## config.mk

```make
export PLATFORM = sky130hd
export DESIGN_NAME = iniciador_banco_regs_flat
export DESIGN_NICKNAME = d
export VERILOG_FILES = /design/src/rtl/iniciador_banco_regs_pkg.sv /design/src/rtl/iniciador_banco_regs_if.sv /design/src/rtl/iniciador_banco_regs_ponteiro_faixa.sv /design/src/rtl/iniciador_banco_regs.sv /design/src/flat_wrapper.sv
export SDC_FILE = /design/constraint.sdc
export NUM_CORES = 1
export LEC_CHECK = 0
export ABC_AREA = 1
export CAP_MARGIN = 25
export CORE_MARGIN = 3
export CORE_UTILIZATION = 30
export DETAILED_ROUTE_END_ITERATION = 6
export GPL_TIMING_DRIVEN = 0
export PLACE_DENSITY = 0.66
export SETUP_SLACK_MARGIN = 0.2
export SYNTH_ARGS = -nofsm -noshare
export SYNTH_HDL_FRONTEND = slang
export SYNTH_HIERARCHICAL = 1
export SYNTH_SLANG_ARGS = --single-unit
```

## constraint.sdc

```tcl
create_clock -name clock -period 2 [get_ports clock]
set_input_delay 0.4 -clock clock [delete_from_list [all_inputs] [get_ports clock]]
set_output_delay 0.4 -clock clock [all_outputs]
set_load 0.05 [all_outputs]
```

## src/rtl/iniciador_banco_regs_pkg.sv

```systemverilog
// Shared constants, op codes and FSM states for the bank initiator.
// Also holds the inclusive range-count and address-wrap helpers.
package pkg_banco_regs;
  localparam int NUM_REGS = 32;
  localparam int ADDR_W = 5;
  localparam int DATA_W = 32;
  localparam int CNT_W = $clog2(NUM_REGS + 1);

  typedef logic [ADDR_W-1:0] addr_t;
  typedef logic [DATA_W-1:0] data_t;
  typedef logic [CNT_W-1:0] cnt_t;

  typedef enum logic [1:0] {
    OP_NOP   = 2'b00,
    OP_DUMP  = 2'b01,
    OP_LOAD  = 2'b10,
    OP_CLEAR = 2'b11
  } op_e;

  typedef enum logic [2:0] {
    OCIOSO,
    DUMP,
    LOAD,
    CLEAR,
    FIM
  } estado_e;

  function automatic cnt_t conta_faixa(
    input addr_t first,
    input addr_t last
  );
    int d;
    d = (int'(last) - int'(first) + NUM_REGS) % NUM_REGS;
    return cnt_t'(d + 1);
  endfunction

  function automatic addr_t prox_end(input addr_t a);
    return (a == addr_t'(NUM_REGS - 1)) ? '0 : a + addr_t'(1);
  endfunction
endpackage

```

## src/rtl/iniciador_banco_regs_if.sv

```systemverilog
// Host command/stream handshakes plus bank port signals.
// slave = initiator side, master = host/bank side.
interface iniciador_banco_regs_if;
  import pkg_banco_regs::*;

  logic       cmd_valid;
  logic       cmd_ready;
  logic [1:0] cmd_op;
  addr_t      cmd_first;
  addr_t      cmd_last;

  logic       load_valid;
  logic       load_ready;
  data_t      load_data;

  logic       dump_valid;
  logic       dump_ready;
  addr_t      dump_addr;
  data_t      dump_data;

  addr_t      endLeitura;
  data_t      dadoLeitura;
  addr_t      endEscrita;
  data_t      dadoEscrita;
  logic       writeReg;

  logic       busy;
  logic       done;

  modport slave (
    input  cmd_valid, cmd_op, cmd_first, cmd_last,
    input  load_valid, load_data,
    input  dump_ready, dadoLeitura,
    output cmd_ready, load_ready,
    output dump_valid, dump_addr, dump_data,
    output endLeitura, endEscrita, dadoEscrita,
    output writeReg, busy, done
  );

  modport master (
    output cmd_valid, cmd_op, cmd_first, cmd_last,
    output load_valid, load_data,
    output dump_ready, dadoLeitura,
    input  cmd_ready, load_ready,
    input  dump_valid, dump_addr, dump_data,
    input  endLeitura, endEscrita, dadoEscrita,
    input  writeReg, busy, done
  );
endinterface

```

## src/rtl/iniciador_banco_regs_ponteiro_faixa.sv

```systemverilog
// Range walker: current register pointer and registers left.
// Pointer wraps modulo NUM_REGS; ultimo flags the final register.
module ponteiro_faixa
  import pkg_banco_regs::*;
(
  input  logic  clock,
  input  logic  reset,
  input  logic  carrega,
  input  addr_t first,
  input  addr_t last,
  input  logic  avanca,
  output addr_t ptr,
  output cnt_t  remaining,
  output logic  ultimo
);
  addr_t ptr_d, ptr_q;
  cnt_t  rem_d, rem_q;

  // Start a new range or step to the next register.
  always_comb begin
    ptr_d = ptr_q;
    rem_d = rem_q;
    if (carrega) begin
      ptr_d = first;
      rem_d = conta_faixa(first, last);
    end else if (avanca) begin
      ptr_d = prox_end(ptr_q);
      rem_d = rem_q - cnt_t'(1);
    end
  end

  // Pointer and remaining-count registers.
  always_ff @(posedge clock) begin
    if (reset) begin
      ptr_q <= '0;
      rem_q <= '0;
    end else begin
      ptr_q <= ptr_d;
      rem_q <= rem_d;
    end
  end

  assign ptr       = ptr_q;
  assign remaining = rem_q;
  assign ultimo    = (rem_q == cnt_t'(1));
endmodule

```

## src/rtl/iniciador_banco_regs.sv

```systemverilog
// Debug/init controller for the 32x32 bank: dump, load, clear.
// Owns bank read port 1 and the write port while busy.
module iniciador_banco_regs
  import pkg_banco_regs::*;
#(
  parameter bit PROTEGE_R0 = 1'b1
) (
  input logic clock,
  input logic reset,
  iniciador_banco_regs_if.slave bus
);
  estado_e state_d, state_q;
  logic    dv_d, dv_q;
  addr_t   da_d, da_q;
  data_t   dd_d, dd_q;
  logic    done_d, done_q;

  logic    accept, avanca, ultimo;
  logic    hs, pode, bloq_r0;
  logic    load_rdy, wr_en;
  data_t   dado_esc;
  addr_t   ptr;
  cnt_t    remaining;

  assign accept  = bus.cmd_valid && (state_q == OCIOSO);
  assign hs      = dv_q && bus.dump_ready;
  assign pode    = (state_q == DUMP) && (!dv_q || hs)
                   && (remaining != '0);
  assign bloq_r0 = PROTEGE_R0 && (ptr == '0);

  ponteiro_faixa u_ptr (
    .clock     (clock),
    .reset     (reset),
    .carrega   (accept),
    .first     (bus.cmd_first),
    .last      (bus.cmd_last),
    .avanca    (avanca),
    .ptr       (ptr),
    .remaining (remaining),
    .ultimo    (ultimo)
  );

  // FSM state register.
  always_ff @(posedge clock) begin
    if (reset) state_q <= OCIOSO;
    else       state_q <= state_d;
  end

  // Next-state: dispatch on op, leave each op when its range ends.
  always_comb begin
    state_d = state_q;
    unique case (state_q)
      OCIOSO: begin
        if (accept) begin
          unique case (op_e'(bus.cmd_op))
            OP_NOP:   state_d = FIM;
            OP_DUMP:  state_d = DUMP;
            OP_LOAD:  state_d = LOAD;
            OP_CLEAR: state_d = CLEAR;
          endcase
        end
      end
      DUMP:  if (hs && remaining == '0) state_d = FIM;
      LOAD:  if (bus.load_valid && ultimo) state_d = FIM;
      CLEAR: if (ultimo) state_d = FIM;
      FIM:   state_d = OCIOSO;
      default: state_d = OCIOSO;
    endcase
  end

  // Per-state pointer advance and bank write controls.
  always_comb begin
    avanca   = 1'b0;
    load_rdy = 1'b0;
    wr_en    = 1'b0;
    dado_esc = '0;
    unique case (state_q)
      DUMP: avanca = pode;
      LOAD: begin
        load_rdy = 1'b1;
        avanca   = bus.load_valid;
        wr_en    = bus.load_valid;
        dado_esc = bus.load_data;
      end
      CLEAR: begin
        avanca = 1'b1;
        wr_en  = 1'b1;
      end
      default: avanca = 1'b0;
    endcase
  end

  // Dump output slot refills when empty or being consumed.
  always_comb begin
    dv_d   = dv_q;
    da_d   = da_q;
    dd_d   = dd_q;
    done_d = (state_q == FIM);
    if (pode) begin
      dv_d = 1'b1;
      da_d = ptr;
      dd_d = bus.dadoLeitura;
    end else if (hs) begin
      dv_d = 1'b0;
    end
  end

  // Dump slot and done pulse registers.
  always_ff @(posedge clock) begin
    if (reset) begin
      dv_q   <= 1'b0;
      da_q   <= '0;
      dd_q   <= '0;
      done_q <= 1'b0;
    end else begin
      dv_q   <= dv_d;
      da_q   <= da_d;
      dd_q   <= dd_d;
      done_q <= done_d;
    end
  end

  assign bus.cmd_ready   = (state_q == OCIOSO);
  assign bus.busy        = (state_q != OCIOSO);
  assign bus.done        = done_q;
  assign bus.load_ready  = load_rdy;
  assign bus.dump_valid  = dv_q;
  assign bus.dump_addr   = da_q;
  assign bus.dump_data   = dd_q;
  assign bus.endLeitura  = ptr;
  assign bus.endEscrita  = ptr;
  assign bus.dadoEscrita = dado_esc;
  assign bus.writeReg    = wr_en && !bloq_r0 && !reset;
endmodule
```

## src/flat_wrapper.sv

```systemverilog
// flat-port wrapper written by rule: the top's interface ports become plain ports
module iniciador_banco_regs_flat import pkg_banco_regs::*;
#(
  parameter bit PROTEGE_R0 = 1'b1
)
  (clock, reset, bus_cmd_valid, bus_cmd_op, bus_cmd_first, bus_cmd_last, bus_load_valid, bus_load_data, bus_dump_ready, bus_dadoLeitura, bus_cmd_ready, bus_load_ready, bus_dump_valid, bus_dump_addr, bus_dump_data, bus_endLeitura, bus_endEscrita, bus_dadoEscrita, bus_writeReg, bus_busy, bus_done);
  iniciador_banco_regs_if bus_i ();
  input logic clock;
  input logic reset;
  input wire logic [$bits(bus_i.cmd_valid)-1:0] bus_cmd_valid;
  input wire logic [$bits(bus_i.cmd_op)-1:0] bus_cmd_op;
  input wire logic [$bits(bus_i.cmd_first)-1:0] bus_cmd_first;
  input wire logic [$bits(bus_i.cmd_last)-1:0] bus_cmd_last;
  input wire logic [$bits(bus_i.load_valid)-1:0] bus_load_valid;
  input wire logic [$bits(bus_i.load_data)-1:0] bus_load_data;
  input wire logic [$bits(bus_i.dump_ready)-1:0] bus_dump_ready;
  input wire logic [$bits(bus_i.dadoLeitura)-1:0] bus_dadoLeitura;
  output wire logic [$bits(bus_i.cmd_ready)-1:0] bus_cmd_ready;
  output wire logic [$bits(bus_i.load_ready)-1:0] bus_load_ready;
  output wire logic [$bits(bus_i.dump_valid)-1:0] bus_dump_valid;
  output wire logic [$bits(bus_i.dump_addr)-1:0] bus_dump_addr;
  output wire logic [$bits(bus_i.dump_data)-1:0] bus_dump_data;
  output wire logic [$bits(bus_i.endLeitura)-1:0] bus_endLeitura;
  output wire logic [$bits(bus_i.endEscrita)-1:0] bus_endEscrita;
  output wire logic [$bits(bus_i.dadoEscrita)-1:0] bus_dadoEscrita;
  output wire logic [$bits(bus_i.writeReg)-1:0] bus_writeReg;
  output wire logic [$bits(bus_i.busy)-1:0] bus_busy;
  output wire logic [$bits(bus_i.done)-1:0] bus_done;
  assign bus_i.cmd_valid = bus_cmd_valid;
  assign bus_i.cmd_op = bus_cmd_op;
  assign bus_i.cmd_first = bus_cmd_first;
  assign bus_i.cmd_last = bus_cmd_last;
  assign bus_i.load_valid = bus_load_valid;
  assign bus_i.load_data = bus_load_data;
  assign bus_i.dump_ready = bus_dump_ready;
  assign bus_i.dadoLeitura = bus_dadoLeitura;
  assign bus_cmd_ready = bus_i.cmd_ready;
  assign bus_load_ready = bus_i.load_ready;
  assign bus_dump_valid = bus_i.dump_valid;
  assign bus_dump_addr = bus_i.dump_addr;
  assign bus_dump_data = bus_i.dump_data;
  assign bus_endLeitura = bus_i.endLeitura;
  assign bus_endEscrita = bus_i.endEscrita;
  assign bus_dadoEscrita = bus_i.dadoEscrita;
  assign bus_writeReg = bus_i.writeReg;
  assign bus_busy = bus_i.busy;
  assign bus_done = bus_i.done;
  iniciador_banco_regs #(.PROTEGE_R0(PROTEGE_R0)) u_core (.clock(clock), .reset(reset), .bus(bus_i));
endmodule
```

After elaboration in Yosys (flattened, before gate mapping). Cells that the tools add are included.

Register bits after elaboration: 53. Bits of input ports: 81. Output and inout port bits: 85. Logic and storage cells: 65.

$add $sub $neg: 5. Equal/unequal tests: 13. Mux-type cells: 17. Bitwise gates (word level): 1. Reductions and logical operators: 22.

Operators by type and width (count): adder 32 x 7 -> 32 bit, second input constant (1); 2-to-1 mux 32 bit (1); one-hot mux 3 bit (4 select lines) (2); 2-to-1 mux 5 bit (3); 2-to-1 mux 3 bit (4); 2-to-1 mux 6 bit (2); logical AND 1 bit (8); adder 6 x 2 -> 6 bit, second input constant (1); == test 3 x 2 -> 1 bit, second input constant (2); == test 6 x 1 -> 1 bit, second input constant (1); zero test 6 bit (1); inequality test 2 x 1 -> 1 bit, second input constant (3); nonzero test 6 bit (1); subtractor 5 x 5 -> 6 bit (1); subtractor 6 x 1 -> 6 bit, second input constant (1); adder 5 x 1 -> 5 bit, second input constant (1); == test 5 bit, second input constant (1); zero test 5 bit (1); OR reduction 5 bit (1); == test 2 bit, second input constant (2); AND reduction 4 bit (1); nonzero test 2 bit (2); == test 3 x 1 -> 1 bit, second input constant (1); == test 3 bit, second input constant (1); 11 further kinds (15).

Longest topological paths before layout. Gate-level depths: netlist of run 1.

Depth in word-level cells: 7. Mapped depth: 12. Mapped depth without buffers: 12.

Hierarchy. The synthesis of run 1 kept the hierarchy.

Modules (own cells, without submodules): iniciador_banco_regs (times used 1, cells each 295, area an instance 1936.9 sq um, seq. area each 840.8 sq um); ponteiro_faixa (times used 1, cells each 145, area an instance 953.4 sq um, seq. area each 220.2 sq um).

Worst setup path before layout of run 1. Ideal clock, no wire load.

Kind: flip-flop to flip-flop. Start: register u_core.state_q[0]. End: register u_core.u_ptr.rem_q[0], in the netlist u_core/u_ptr/remaining[0]. Library setup time: 0.126 ns. Data arrival time: 2.606 ns. Data required time: 1.874 ns. Setup slack: -0.732 ns. Cell stages (with the launch flop): 10. Path buffers: 1. Period minus slack after synthesis: 2.732 ns. Cells stage by stage: dfxtp_1 nor2_1 inv_1 nor2_1 inv_1 nor2_1 buf_4 inv_1 o21ai_0 a211oi_1.

Elaborated cells on any way between the ends: 10. Classes of those cells: 3 x eq/ne; 2 x mux; 5 x reduce/logical.

RTL lines: from (decl) (RTL line iniciador_banco_regs.sv:12) `estado_e state_d, state_q;`; from (signal assigned) (RTL line iniciador_banco_regs.sv:46) `else state_q <= state_d;`; zero test 3 bit (*); net bus_cmd_ready (RTL line flat_wrapper.sv:18) `output wire logic [$bits(bus_i.cmd_ready)-1:0] bus_cmd_ready;`; logical AND 1 bit (*) (RTL line iniciador_banco_regs.sv:25) `assign accept = bus.cmd_valid && (state_q == OCIOSO);`; net u_core.accept (RTL line iniciador_banco_regs.sv:18) `logic accept, avanca, ultimo;`; 2-to-1 mux 6 bit / nonzero test 2 bit (equally long branches); to (signal assigned) (RTL line iniciador_banco_regs_ponteiro_faixa.sv:39) `rem_q <= rem_d;`; to (decl) (RTL line iniciador_banco_regs_ponteiro_faixa.sv:17) `cnt_t rem_d, rem_q;`.

The timed path passes the listed nets; every way through them passes the cells marked *. A chain may end at the register's enable or synchronous reset.

Worst setup path after layout of run 1.
Start: register u_core.state_q[2]. End: output port bus_dadoEscrita[21].

Cells in the longest elaborated chain, start to end: 2.

RTL lines: == test 3 x 2 -> 1 bit (RTL line iniciador_banco_regs.sv:77) `unique case (state_q)`; 2-to-1 mux 32 bit (RTL line iniciador_banco_regs.sv:77); to (decl) (RTL line flat_wrapper.sv:25) `output wire logic [$bits(bus_i.dadoEscrita)-1:0] bus_dadoEscrita;`.

No other way between the ends.

==> results.cfg, run 1 <==
[run_status]
outcome = complete, no violations

[timing]
fmax_ghz = 0.525
skew_ps = 8.47
finalHoldViolations = 0
worst_pin_slew_ps = 542
slew_headroom_pct = 64.0
rsz0062_at_grt = true
period_needed_ps = 1900
setup_violations = 0
min_period_over_period_pct = 95.2
setup_ws_ps = 95.2
maxSlewViolCount = 0

[place]
numPortBuffers = 165
dpl-instance-area_um2 = 5070
gp_congestion = 0.802
post-place-ws_ps = -662
dp_hpwl_um = 7690
numPlacedInstances = 734

[cells_and_area]
final_cell_mix = 93 x nor2_1, 74 x clkdlybuf4s50_1, 63 x inv_1
layout.cells.non_filler = 753
syn_to_final_growth_pct = 87.4
final_cell_area_um2 = 5420
drive_gt1_share_pct = 25.3
post-route-util_pct = 58.3
nNetsFinal = 714
final_common_cell = nor2_1
num_antenna_cells = 0

[synthesis]
syn_nets = 531
synth.distinct_cells = 30
synth-seq-area-share_pct = 36.7
yosysTopAreaCell = dfxtp_1
avgSynthCellArea_um2 = 6.57
ys_seq_elements = 53
syn_area_um2 = 2890
yosysTopAreaCellShare_pct = 36.7
ys_warn_count = 6
synthTopCellsByArea = dfxtp_1 37%, nor2_1 17%, inv_1 9.4%
syn_inst = 440

[run]
maxCapViolations = 0

[power]
p_leak_nw = 2.53
peakVddDrop_uv = 909
p_per_area_nw_per_um2 = 1400
power_mw = 7.57

[floorplanning]
die_w_um = 104
rows = 35
start_util_pct = 31.1
die-area_um2 = 10800
die_h_um = 104
core_um2 = 9280
io_pins = 166

[hold_path]
hp-start = bus_cmd_first[0]
hold_class = input port to register

[worst_setup_path]
cp_cell_sequence = inv_4 > nand2_4 > nor2_4 > inv_6 > clkbuf_16 > nor2_4 > buf_6
cp_slowest_cell = dfxtp_4
cpMostUsedCell = nor2_4
critPathTopFamily = buffers and inverters
endpoint_kind = output port
path_max_fanout = 8
startpoint = u_core/state_q[2]$_SDFFE_PP0P_
reg2reg_from = u_core/state_q[0]$_SDFFE_PP0P_
setup.worst_path.start_class = register
arrival_ps = 1500
critPathMaxStageDelay_ps = 370
crit_required_ps = 1600
path_class = register to output port
path_buf_inv = 4

[clock_network]
htreeDepth = 2
clock_latency_ps = 300
cts_tree = yes
cts_buffer_depth = 2
hold_buffers = 0
cts_num_sinks = 53
cts.reportedPaths.clkPinSlew_ps = 100
root_buffer = clkbuf_8
cts_made_buffers = 5

[route]
post_drt_wl_per_cell_um = 12.8
drt_first_iter_violations = 129
via_per_inst = 4.42
vias = 3326
finalWirelength_um = 9630
postRouteAntennaNets = 0
drcViolationCount = 0
drt-pass1-iter-count = 4

[global_routing]
grt_overflow = 0
track_usage_pct = 17.1
grt_max_degree = 17
antenna_found_initial = 0
grt_pass1_vias = 3170
grt_pass1_wl_um = 15400
==> state kept, by name, indices dropped and copies added, names as in the netlist <==
signal / count
u_core/bus.done: 1
u_core/bus.dump_addr: 5
u_core/bus.dump_valid: 1
u_core/u_ptr/remaining: 6
u_core/bus.dump_data: 32
u_core/u_ptr/ptr: 5
u_core/state_q: 3
==> what timing repair did <==
item                                    CTS  global route
endpoints found under the setup margin  106            53
buffers inserted                          4             4
gates cloned                              3             0
gates resized for setup                 340            32
pin swaps                                11            11
endpoints found under the hold margin     0             0
==> where the power goes <==
group | internal (mW) | switching [mW]
Combinational | 1.77 | 3.32
Clock | 0.376 | 0.359
Sequential | 1.44 | 0.293
==> kinds of logic after synthesis <==
family	Yosys count	synth area share, %
buffers and inverters	94	14.6
AND/OR/NAND/NOR	220	31.7
flip-flops	53	36.7
adder cells (fa/ha/maj)	10	4.59
XOR/XNOR	2	0.606
AO/OA/AOI/OAI	61	11.8
==> final timing paths <==
path                                      endpoint  slack (ps)  cells past startpoint
max reg2reg       u_core/u_ptr/ptr[0]$_SDFFE_PP0P_         250                      9
max                            bus_dadoEscrita[21]         100                      7
min reg2reg  u_core/bus.dump_data[10]$_SDFFE_PP0P_         480                      2
min               u_core/u_ptr/ptr[0]$_SDFFE_PP0P_         410                      3
==> worst min-delay path: stages <==
cell	delay, ps
clkbuf_2	90
nand2_1	90
a31oi_1	80
==> per-stage QoR <==
stage,hold WS (ps),setup TNS (ps)
floorplan,462,0
global placement,461,-19950
detailed placement,471,-21160
CTS,488,0
global route,417,0
finish,411,0
==> synth_stat cells <==
master	instances
a211oi_1	2
a21oi_1	3
a21oi_2	4
a31oi_1	3
buf_4	6
buf_6	6
clkbuf_1	8
clkinv_2	1
dfxtp_1	53
fa_1	1
ha_1	9
inv_1	72
inv_2	1
nand2_1	48
nand2_2	1
nand3_1	26
nand3_2	2
nand3b_1	3
nand4_1	1
nor2_1	129
nor2_2	3
nor2_4	1
nor3_1	5
nor3b_2	1
o211ai_1	3
o21ai_0	25
o21ai_1	20
o221ai_1	1
xnor2_1	1
xor2_1	1
==> area by class of cell <==
class,count,area [um2]
fillers,911,3870
plain buffers,20,219
clock buffers,6,72.6
clock inverters,2,38.8
flip-flops and latches,53,1080
multi-input cells,293,1770
well taps,129,161
repair buffers,176,1790
inverters,74,293
==> per-layer routing <==
metal / GRT usage, % / wire (um)
met4: 1.99 / 15
met2: 31.5 / 5120
met3: 3.04 / 447
met5: 0 / 0
met1: 21.3 / 4040
Power figures use the tool's default switching activity.
==> run 2: changes to the inputs <==
Settings changed: GPL_TIMING_DRIVEN 0 to unset.
Clock period 2 ns to 1.95 ns, I/O delays scaled along.
==> run 2 against run 1 <==
Sequential cell count unchanged. Non-clock buffer count down 3. First-iteration DRC count increased by 3.1%. Count of clock-buffer cells in the layout is 1 lower. Global-route usage grew 0.28 points. Sequential power is essentially flat. Worst hold slack got worse by 19 ps. Core utilization is 0.23 points lower. Clock power fell by 11%. Register-to-register slack improved by 40 ps. Design area decreased by 0.39%. Via count grew 0.30%.
==> results.cfg, run 2 (synthesis results as in run 1) <==
[run_status]
outcome = complete, no violations

[route]
dr_wl_met2_um = 4930
via_per_inst = 4.45
drt_first_iter_violations = 133
postRouteAntennaNets = 0
wl_met1_um = 4020
post_drt_wl_per_cell_um = 12.7
wl_met3_um = 491
drt-pass1-iter-count = 4
vias = 3336
drcViolationCount = 0
finalWirelength_um = 9560
top_layer = met4

[timing]
setup_ws_ps = 91.6
maxSlewViolCount = 0
skew_ps = 5.88
setup_violations = 0
slew_headroom_pct = 64.4
fmax_ghz = 0.538
finalHoldViolations = 0
period_needed_ps = 1860
min_period_over_period_pct = 95.3
worst_pin_slew_ps = 536
rsz0062_at_grt = true

[clock_network]
root_buffer = clkbuf_8
htreeDepth = 2
clock_latency_ps = 310
cts_num_sinks = 53
cts_tree = yes
cts.reportedPaths.clkPinSlew_ps = 100
cts_made_buffers = 5
hold_buffers = 0
cts_buffer_depth = 2

[cells_and_area]
syn_to_final_growth_pct = 86.7
post-route-util_pct = 58.1
final_cell_mix = 93 x nor2_1, 74 x clkdlybuf4s50_1, 62 x inv_1
largest_reg_flops = 32
final_cell_area_um2 = 5400
drive_gt1_share_pct = 27.1
nNetsFinal = 711
final_common_cell = nor2_1
layout.cells.non_filler = 750
num_antenna_cells = 0

[place]
numPortBuffers = 165
post-place-ws_ps = -370
gp_congestion = 0.816
dpl-instance-area_um2 = 5000
numPlacedInstances = 734
dp_hpwl_um = 7450

[global_routing]
antenna_found_initial = 0
grt_max_degree = 38
grt_overflow = 0
track_usage_pct = 17.3
grt_pass1_vias = 3250
grt_pass1_wl_um = 15700

[floorplanning]
die_h_um = 104
die-area_um2 = 10800
start_util_pct = 31.1
die_w_um = 104
rows = 35
core_um2 = 9280
io_pins = 166

[worst_setup_path]
startpoint = u_core/state_q[2]$_SDFFE_PP0P_
cpMostUsedCell = nor2_4
crit_required_ps = 1560
path_max_fanout = 5
reg2reg_from = u_core/state_q[0]$_SDFFE_PP0P_
cp_cell_sequence = inv_2 > nand2_4 > nor2_4 > inv_6 > buf_12 > nor2_4 > buf_6
endpoint_kind = output port
critPathMaxStageDelay_ps = 340
path_class = register to output port
arrival_ps = 1470
setup.worst_path.start_class = register
reg2reg_slack_ps = 290
cp_slowest_cell = dfxtp_2

[power]
peakVddDrop_uv = 958
power_mw = 7.72
p_per_area_nw_per_um2 = 1430
p_leak_nw = 2.51

[run]
maxCapViolations = 0

[hold_path]
hp-start = bus_cmd_first[0]
hold_class = input port to register
run 2: cell types whose count changed in the layout (fill, tap and decap cells not counted), sizes merged, moves of 2 or more:
cell	change
buf	+21
clkbuf	-15
clkdlybuf4s15	-6
dlygate4sd2	-4
inv	+2
run 2: timing repair:
action / 4_1_cts / 5_1_grt
cloned: 3 / 0
endpoints found under the hold margin: 0 / 0
endpoints found under the setup margin: 74 / 47
gates resized for setup: 100 / 15
setup buffers: 5 / 0
pin swaps: 12 / 9
run 2: layout make-up:
class	count	area, um2
Fill cell	893	3890
Timing Repair Buffer	193	2000
Multi-Input combinational cell	293	1770
Sequential cell	53	1070
Inverter	74	293
Tap cell	129	161
Clock buffer	5	68.8
Clock inverter	3	25.0
run 2: where the power goes:
part	internal, mW	leakage (nW)	total (mW)	switching (mW)
clock network	0.263	0.0452	0.655	0.392
registers	1.48	0.437	1.76	0.286
logic	1.87	2.03	5.31	3.43
run 2: worst max-delay path, delay by kind of cell, from the launching register on:
family,cells,cell delay (ps)
DFF,1,340
and+or+nand+nor,3,330
buffers and inverters,4,490
run 2: final timing paths:
check	cells past startpoint	end
max	7	bus_dadoEscrita[21]
min	3	u_core/u_ptr/ptr[0]$_SDFFE_PP0P_
max reg2reg	9	u_core/u_ptr/remaining[1]$_SDFFE_PP0P_
min reg2reg	2	u_core/bus.dump_addr[3]$_SDFFE_PP0P_
run 2: stage by stage:
step           setup TNS (ps)  hold WS [ps]
2_1_floorplan           -55.3           452
3_3_place_gp            -1350           463
3_5_place_dp            -1530           471
4_1_cts                     0           490
5_1_grt                     0           399
6_report                    0           392
run 2: per-layer routing:
layer,vias up,global-route usage [%]
met5,-,0
met4,0,4.27
met3,12,3.66
met2,94,31.5
met1,1510,20.8
li1,1720,-
